### config.mk
export PLATFORM = sky130hd
export DESIGN_NAME = alu_arbiter
export DESIGN_NICKNAME = d
export VERILOG_FILES = /design/src/rtl/alu_arbiter_pkg.sv /design/src/rtl/alu_arb_pick.sv /design/src/rtl/alu_arbiter.sv
export SDC_FILE = /design/constraint.sdc
export NUM_CORES = 1
export LEC_CHECK = 0
export ABC_AREA = 1
export BUFFER_PORTS_ARGS = -buffer_cell sky130_fd_sc_hd__clkbuf_2
export CORE_AREA = 2 2 122 124
export CTS_BUF_LIST = sky130_fd_sc_hd__clkbuf_4
export CTS_CLUSTER_DIAMETER = 80
export CTS_CLUSTER_SIZE = 14
export DETAILED_ROUTE_END_ITERATION = 8
export DIE_AREA = 0 0 124 126
export HOLD_SLACK_MARGIN = 0.05
export PLACE_DENSITY = 0.81
export SLEW_MARGIN = 15
export SYNTH_ARGS = -nofsm -noshare
export SYNTH_HDL_FRONTEND = slang
export SYNTH_HIERARCHICAL = 1
export SYNTH_SLANG_ARGS = --single-unit
### constraint.sdc
create_clock -name clk -period 3 [get_ports clk]
set_clock_uncertainty 0.2 [all_clocks]
set_input_delay 0.45 -clock clk [delete_from_list [all_inputs] [get_ports clk]]
set_output_delay 0.45 -clock clk [all_outputs]
set_load 0.1 [all_outputs]
### src/rtl/alu_arbiter_pkg.sv
// alu_arbiter_pkg: shared definitions for the ALU arbiter slice.
//   DATA_WIDTH  - default operand/result width
//   OP_WIDTH    - default ALUOp width
//   ALUOP_*     - ALUOp encodings understood by the external alu
//   arb_state_e - arbiter FSM state encoding
//   rr_pick()   - round-robin winner given the last-grant pointer
package alu_arbiter_pkg;

  localparam int DATA_WIDTH = 32;
  localparam int OP_WIDTH   = 4;

  localparam logic [3:0] ALUOP_AND = 4'b0000;
  localparam logic [3:0] ALUOP_OR  = 4'b0001;
  localparam logic [3:0] ALUOP_ADD = 4'b0010;
  localparam logic [3:0] ALUOP_SUB = 4'b0110;

  typedef enum logic [1:0] {
    ST_IDLE = 2'd0,
    ST_EXEC = 2'd1,
    ST_RESP = 2'd2
  } arb_state_e;

  // On a tie, the requester that was not served last wins.
  function automatic logic rr_pick(input logic last_grant);
    return ~last_grant;
  endfunction

endpackage

### src/rtl/alu_arb_pick.sv
// alu_arb_pick: combinational grant selection between two requesters.
//   valid0_i, valid1_i - request valids
//   last_i             - last-grant pointer (requester served most recently)
//   any_o              - at least one request is valid
//   grant_o            - selected requester (0 or 1); meaningful when any_o
// Build option: ALU_ARB_RR_EN selects round-robin on ties; otherwise
// requester 0 has fixed priority and last_i is ignored.
module alu_arb_pick
  import alu_arbiter_pkg::*;
(
  input  logic valid0_i,
  input  logic valid1_i,
  input  logic last_i,
  output logic any_o,
  output logic grant_o
);

`ifndef ALU_ARB_RR_EN
  // Pointer is still kept by the parent but has no effect on fixed priority.
  logic unused_last_s;
  assign unused_last_s = last_i;
`endif

  // Grant selection: a lone request always wins; ties depend on build mode.
  always_comb begin
    any_o   = valid0_i | valid1_i;
    grant_o = 1'b0;
    if (valid0_i && valid1_i) begin
`ifdef ALU_ARB_RR_EN
      grant_o = rr_pick(last_i);
`else
      grant_o = 1'b0;
`endif
    end else if (valid1_i) begin
      grant_o = 1'b1;
    end else begin
      grant_o = 1'b0;
    end
  end

endmodule

### src/rtl/alu_arbiter.sv
// alu_arbiter: shares one external alu between two requesters.
//   clk, rst_n                      - clock, async active-low reset
//   reqN_valid/ready/a/b/op (N=0,1) - request channels (ready is combinational)
//   rspN_valid/ready/result/zero    - response channels (registered)
//   alu_a, alu_b, alu_op            - registered operands to the alu
//   alu_result, alu_zero            - alu outputs, captured in EXEC
// One operation in flight: IDLE (accept) -> EXEC (alu driven) -> RESP (hold).
// Build option: ALU_ARB_RR_EN enables round-robin arbitration (see alu_arb_pick).
module alu_arbiter
  import alu_arbiter_pkg::*;
#(
  parameter int DW  = DATA_WIDTH,
  parameter int OPW = OP_WIDTH
) (
  input  logic           clk,
  input  logic           rst_n,
  input  logic           req0_valid,
  output logic           req0_ready,
  input  logic [DW-1:0]  req0_a,
  input  logic [DW-1:0]  req0_b,
  input  logic [OPW-1:0] req0_op,
  input  logic           req1_valid,
  output logic           req1_ready,
  input  logic [DW-1:0]  req1_a,
  input  logic [DW-1:0]  req1_b,
  input  logic [OPW-1:0] req1_op,
  output logic           rsp0_valid,
  input  logic           rsp0_ready,
  output logic [DW-1:0]  rsp0_result,
  output logic           rsp0_zero,
  output logic           rsp1_valid,
  input  logic           rsp1_ready,
  output logic [DW-1:0]  rsp1_result,
  output logic           rsp1_zero,
  output logic [DW-1:0]  alu_a,
  output logic [DW-1:0]  alu_b,
  output logic [OPW-1:0] alu_op,
  input  logic [DW-1:0]  alu_result,
  input  logic           alu_zero
);

  arb_state_e     state_q, state_d;
  logic           grant_q, grant_d;
  logic           last_q, last_d;
  logic [DW-1:0]  a_q, a_d;
  logic [DW-1:0]  b_q, b_d;
  logic [OPW-1:0] op_q, op_d;
  logic [DW-1:0]  result_q, result_d;
  logic           zero_q, zero_d;
  logic           rsp0_valid_q, rsp0_valid_d;
  logic           rsp1_valid_q, rsp1_valid_d;
  logic           any_s;
  logic           pick_s;
  logic           rsp_ready_s;

  alu_arb_pick u_pick (
    .valid0_i (req0_valid),
    .valid1_i (req1_valid),
    .last_i   (last_q),
    .any_o    (any_s),
    .grant_o  (pick_s)
  );

  // Request ready: the only combinational input-to-output path (valids + state).
  always_comb begin
    req0_ready = 1'b0;
    req1_ready = 1'b0;
    if ((state_q == ST_IDLE) && any_s) begin
      req0_ready = ~pick_s;
      req1_ready = pick_s;
    end else begin
      req0_ready = 1'b0;
      req1_ready = 1'b0;
    end
  end

  // Consumer handshake of whichever requester owns the current response.
  assign rsp_ready_s = grant_q ? rsp1_ready : rsp0_ready;

  // Next-state and datapath-load logic; registers hold unless a state acts on them.
  always_comb begin
    state_d      = state_q;
    grant_d      = grant_q;
    last_d       = last_q;
    a_d          = a_q;
    b_d          = b_q;
    op_d         = op_q;
    result_d     = result_q;
    zero_d       = zero_q;
    rsp0_valid_d = rsp0_valid_q;
    rsp1_valid_d = rsp1_valid_q;
    case (state_q)
      ST_IDLE: begin
        if (any_s) begin
          grant_d = pick_s;
          a_d     = pick_s ? req1_a  : req0_a;
          b_d     = pick_s ? req1_b  : req0_b;
          op_d    = pick_s ? req1_op : req0_op;
          state_d = ST_EXEC;
        end else begin
          state_d = ST_IDLE;
        end
      end
      ST_EXEC: begin
        result_d     = alu_result;
        zero_d       = alu_zero;
        rsp0_valid_d = ~grant_q;
        rsp1_valid_d = grant_q;
        state_d      = ST_RESP;
      end
      ST_RESP: begin
        if (rsp_ready_s) begin
          rsp0_valid_d = 1'b0;
          rsp1_valid_d = 1'b0;
          last_d       = grant_q;
          state_d      = ST_IDLE;
        end else begin
          state_d = ST_RESP;
        end
      end
      default: begin
        rsp0_valid_d = 1'b0;
        rsp1_valid_d = 1'b0;
        state_d      = ST_IDLE;
      end
    endcase
  end

  // FSM and datapath registers; reset drops any in-flight operation.
  always_ff @(posedge clk or negedge rst_n) begin
    if (!rst_n) begin
      state_q      <= ST_IDLE;
      grant_q      <= 1'b0;
      last_q       <= 1'b1;
      a_q          <= {DW{1'b0}};
      b_q          <= {DW{1'b0}};
      op_q         <= {OPW{1'b0}};
      result_q     <= {DW{1'b0}};
      zero_q       <= 1'b0;
      rsp0_valid_q <= 1'b0;
      rsp1_valid_q <= 1'b0;
    end else begin
      state_q      <= state_d;
      grant_q      <= grant_d;
      last_q       <= last_d;
      a_q          <= a_d;
      b_q          <= b_d;
      op_q         <= op_d;
      result_q     <= result_d;
      zero_q       <= zero_d;
      rsp0_valid_q <= rsp0_valid_d;
      rsp1_valid_q <= rsp1_valid_d;
    end
  end

  // Operand registers feed the alu continuously; they only change on accept.
  assign alu_a       = a_q;
  assign alu_b       = b_q;
  assign alu_op      = op_q;
  assign rsp0_valid  = rsp0_valid_q;
  assign rsp1_valid  = rsp1_valid_q;
  assign rsp0_result = result_q;
  assign rsp1_result = result_q;
  assign rsp0_zero   = zero_q;
  assign rsp1_zero   = zero_q;

endmodule

==> flow_metrics.env, run 1 <==
export IMPL_cts_buffer_depth=2
export IMPL_setup_viol=0
export IMPL_io_buffers=312
export IMPL_cts_root_buf="clkbuf_4"
export IMPL_gp_congestion=0.8132
export IMPL_seqCellArea_sq_um=2653
export IMPL_drv_cap=0
export IMPL_nFillCells=1209
export IMPL_multi_input_area_sq_um=1931
export IMPL_grt_pass1_wl_microns=28630
export IMPL_drt_pre_antenna_iters=5
export IMPL_drtIter0Drc=243
export IMPL_cp_start_kind="flop"
export IMPL_critPathArrivalTime_ns=1.87
export IMPL_cts_tree="yes"
export IMPL_clk_pin_slew_worst_paths_ns=0.18
export IMPL_drtAntennaViolNets=0
export IMPL_drive_above_1_share_pct=31.24
export IMPL_initial_core_util_pct=37.36
export IMPL_synth_cells=716
export IMPL_status="completed"
export IMPL_wl_met1_microns=6865
export IMPL_crit_path_end_kind="output pin"
export IMPL_nNetsFinal=1268
export IMPL_rsz0062_at_grt="false"
export IMPL_io_pins=313
export IMPL_wl_microns=17840
export IMPL_final_cell_mix="nand2_1 (315), clkbuf_2 (310), o21ai_0 (137), dlygate4sd3_1 (121), dfrtp_1 (106)"
export IMPL_hold_viol_final=0
export IMPL_viasPerCell=4.658
export IMPL_cp_num_buf_inv=1
export IMPL_stdcell_count=1282
export IMPL_path_depth=3
export IMPL_ff2ff_path_depth=5
export IMPL_rows=44
export IMPL_worst_skew_pair_late_latency_ns=0.46
export IMPL_clock_sinks=106
export IMPL_cp_startpoint="state_q[1]$_DFF_PN0_"
export IMPL_finalSetupTns_ns=0
export IMPL_slew_headroom_pct=52.69
export IMPL_num_vias=5971
export IMPL_antenna_cells=0
export IMPL_cts_buffers=9
export IMPL_highest_layer="met4"
export IMPL_hpwl_microns=11130
export IMPL_drc_errors=0
export IMPL_min_period_over_period_pct=84.02
export IMPL_grtUsageTotal_pct=23.17
export IMPL_ctsResizeCount=0
export IMPL_dieArea_sq_um=15620
export IMPL_avgSynthCellArea_sq_um=7.469
export IMPL_gr_total_overflow=0
export IMPL_rr_startpoint="state_q[1]$_DFF_PN0_"
export IMPL_crit_family="buffers and inverters"
export IMPL_met3_wirelength_microns=1551
export IMPL_crit_slowest_cell="clkbuf_2"
export IMPL_syn_to_final_growth_pct=51.45
export IMPL_fmax_ghz=0.3968
export IMPL_grt_pass1_vias=6007
export IMPL_cp_max_fo=3
export IMPL_crit_type="reg -> out"
export IMPL_worstPathRequired_ns=2.35
export IMPL_synth_nets=891
export IMPL_worst_pin_slew_ns=0.7096
export IMPL_grt_max_degree=103
export IMPL_yosysWarnings=6
export IMPL_synth_area_sq_um=5348
export IMPL_max_stage_delay_ns=0.50
export IMPL_r2r_end="alu_b[4]$_DFFE_PN0P_"
export IMPL_reg2reg_slack_ns=0.98
export IMPL_holdCritPathClass="in -> reg"
export IMPL_antenna_found_initial=0
export IMPL_wl_met2_microns=8722
export IMPL_final_max_slew_violation_count=0
export IMPL_endpoint="req0_ready"
export IMPL_fp_dieW_microns=124
export IMPL_cts_htree_levels=3
export IMPL_worstPathCellList="or2_2, nor3_2, clkbuf_2"
export IMPL_core_sq_um=14310
export IMPL_layout_commonest_cell="nand2_1"
export IMPL_fp_dieH_microns=126
export IMPL_period_minus_slack_ns=2.520
export IMPL_routedWlPerCell_microns=13.91
export IMPL_placedCellCount=1145
## how the worst min path moves through the flow
stage                                         to  cells after the start  slack (ns)                   start
after floorplan             alu_a[0]$_DFFE_PN0P_                      0       -0.05                   rst_n
after global placement    rsp1_valid$_DFFE_PN0P_                      2        0.26  rsp1_valid$_DFFE_PN0P_
after detailed placement  rsp0_valid$_DFFE_PN0P_                      2        0.27  rsp0_valid$_DFFE_PN0P_
after CTS                  alu_a[25]$_DFFE_PN0P_                      5        0.05              req1_a[25]
after global routing        alu_a[4]$_DFFE_PN0P_                      5        0.07               req1_a[4]
final                       alu_a[4]$_DFFE_PN0P_                      5         0.1               req1_a[4]
## stage by stage
stage	instance area, sq um	hold slack [ns]	utilization, %	worst slack (ns)
floorplan	5353	-0.04559	-	0.1692
global placement	6766	0.2568	47.27	0.8902
detailed placement	6766	0.2685	47.27	0.8778
CTS	8099	0.05043	56.58	0.4049
global route	8099	0.07275	56.58	0.3527
finish	8099	0.09897	56.58	0.4795
## repair_timing
| item | in CTS | in global routing |
|---|---|---|
| hold buffers | 121 | 0 |
| buffers inserted | 0 | 0 |
| hold endpoints to repair | 131 | 0 |
## state kept, by name, indices dropped and copies added (netlist names), 2 cells and up
signal and count:
alu_a 32, alu_b 32, state_q 2, alu_op 4
rsp0_result 32
## tightest hold or removal path, cell delays in order
cell,delay [ns]
clkbuf_2,0.08
nand2_1,0.04
o21ai_0,0.08
nand2_1,0.06
nand2_1,0.05
## per-layer routing
metal | up-vias | GRT usage [%]
met5 | - | 0
met4 | 0 | 11.63
met3 | 56 | 5.027
met2 | 298 | 40.37
met1 | 2704 | 26.44
li1 | 2913 | -
## final cells by class
class | instances | share of cell area [%]
inverters | 75 | 3.476
flip-flops and latches | 106 | 32.75
multi-input cells | 459 | 23.84
well taps | 184 | 2.843
clock inverters | 6 | 0.5716
clock buffers | 10 | 0.9269
repair buffers | 442 | 35.59
Power of run 1 is not shown: default switching activity piles up to over one toggle a cycle in this logic, so the estimate is an artifact.
==> run 2: changes to the inputs <==
- clock period: 3 -> 2.38 ns (I/O delays scaled with it)
==> flow_metrics.env, run 2 (synthesized netlist as in run 1, its figures left out) <==
export IMPL_worst_pin_slew_ns=0.6134
export IMPL_initial_core_util_pct=37.36
export IMPL_grt_max_degree=107
export IMPL_nNetsFinal=1324
export IMPL_crit_type="reg -> out"
export IMPL_io_pins=313
export IMPL_slew_headroom_pct=59.10
export IMPL_grtUsageTotal_pct=25.66
export IMPL_grt_pass1_vias=6500
export IMPL_antenna_cells=0
export IMPL_wl_microns=20210
export IMPL_final_max_slew_violation_count=0
export IMPL_hpwl_microns=10890
export IMPL_antenna_found_initial=0
export IMPL_multi_input_area_sq_um=1942
export IMPL_crit_path_end_kind="output pin"
export IMPL_clock_sinks=106
export IMPL_drtAntennaViolNets=0
export IMPL_nFillCells=1121
export IMPL_highest_layer="met4"
export IMPL_drv_cap=0
export IMPL_hold_viol_final=0
export IMPL_stdcell_count=1338
export IMPL_fp_dieH_microns=126
export IMPL_cts_root_buf="clkbuf_4"
export IMPL_gp_congestion=0.8059
export IMPL_worstPathRequired_ns=1.82
export IMPL_dieArea_sq_um=15620
export IMPL_io_buffers=312
export IMPL_met3_wirelength_microns=1827
export IMPL_status="completed"
export IMPL_rows=44
export IMPL_cts_htree_levels=3
export IMPL_viasPerCell=4.760
export IMPL_setup_viol=0
export IMPL_drt_pre_antenna_iters=5
export IMPL_cp_start_kind="flop"
export IMPL_num_vias=6369
export IMPL_layout_commonest_cell="nand2_1"
export IMPL_rsz0062_at_grt="true"
export IMPL_holdCritPathClass="in -> reg"
export IMPL_core_sq_um=14310
export IMPL_wl_met1_microns=7250
export IMPL_grt_pass1_wl_microns=31260
export IMPL_gr_total_overflow=0
export IMPL_period_minus_slack_ns=2.298
export IMPL_critPathArrivalTime_ns=1.74
export IMPL_drc_errors=0
export IMPL_drive_above_1_share_pct=30.33
export IMPL_cts_tree="yes"
export IMPL_routedWlPerCell_microns=15.11
export IMPL_placedCellCount=1146
export IMPL_syn_to_final_growth_pct=63.59
export IMPL_seqCellArea_sq_um=2653
export IMPL_wl_met2_microns=10250
export IMPL_worst_skew_pair_late_latency_ns=0.45
export IMPL_final_cell_mix="nand2_1 (314), clkbuf_2 (309), dlygate4sd3_1 (171), o21ai_0 (137), dfrtp_1 (106)"
export IMPL_fmax_ghz=0.4352
export IMPL_cp_max_fo=4
export IMPL_drtIter0Drc=344
export IMPL_cts_buffer_depth=2
export IMPL_cts_buffers=9
export IMPL_clk_pin_slew_worst_paths_ns=0.16
export IMPL_fp_dieW_microns=124
export IMPL_fin_util_pct=61.12
export IMPL_min_period_over_period_pct=96.56
run 2: worst max-delay path, stage by stage (launching register included):
cell	delay, ns
dfrtp_1	0.43
or2_4	0.29
buf_12	0.13
nor3_4	0.22
buf_12	0.20
run 2: area by class of cell:
class | instances | share of cell area (%)
Timing Repair Buffer | 498 | 39.99
Multi-Input combinational cell | 459 | 22.20
Clock buffer | 9 | 0.7723
Tap cell | 184 | 2.632
Clock inverter | 7 | 0.8724
Sequential cell | 106 | 30.32
Inverter | 75 | 3.218
run 2: what timing repair did:
| item | in CTS | in global routing |
|---|---|---|
| hold buffers | 171 | 0 |
| endpoints found under the setup margin | 1 | 1 |
| pin swaps | 0 | 2 |
| gates resized for setup | 3 | 3 |
| cloned | 0 | 1 |
| endpoints found under the hold margin | 209 | 0 |
| buffers inserted | 0 | 4 |
run 2: worst paths after layout:
check,from,endpoint,slack [ns],cells after the start
worst min register to register,rsp1_valid$_DFFE_PN0P_,rsp1_valid$_DFFE_PN0P_,0.31,2
max in group asynchronous,rst_n,rsp0_result[27]$_DFFE_PN0N_,1.22,3
worst max-delay path,state_q[0]$_DFF_PN0_,req0_ready,0.08,4
worst max register to register,state_q[0]$_DFF_PN0_,alu_a[11]$_DFFE_PN0P_,0.59,6
min in group asynchronous,rst_n,alu_b[7]$_DFFE_PN0P_,0.32,3
worst min-delay path,req0_valid,grant_q$_DFFE_PN0P_,0.10,4
run 2: through the flow:
| step | hold slack, ns | area (sq um) | setup TNS (ns) | setup slack, ns |
|---|---|---|---|---|
| after global routing | 0.06041 | 8748 | -0.04112 | -0.02735 |
| after global placement | 0.2660 | 6808 | 0 | 0.4499 |
| after detailed placement | 0.2623 | 6808 | 0 | 0.4290 |
| after CTS | 0.05401 | 8673 | 0 | 0.01079 |
| after floorplan | -0.1386 | 5359 | 0 | 0.1468 |
| final | 0.1022 | 8748 | 0 | 0.08194 |
run 2: layer usage:
layer	vias up	GRT usage, %
li1	3017	-
met1	2934	27.42
met2	351	45.99
met3	67	6.567
met4	0	13.09
met5	-	0
Power of run 2 is left out for the same reason.
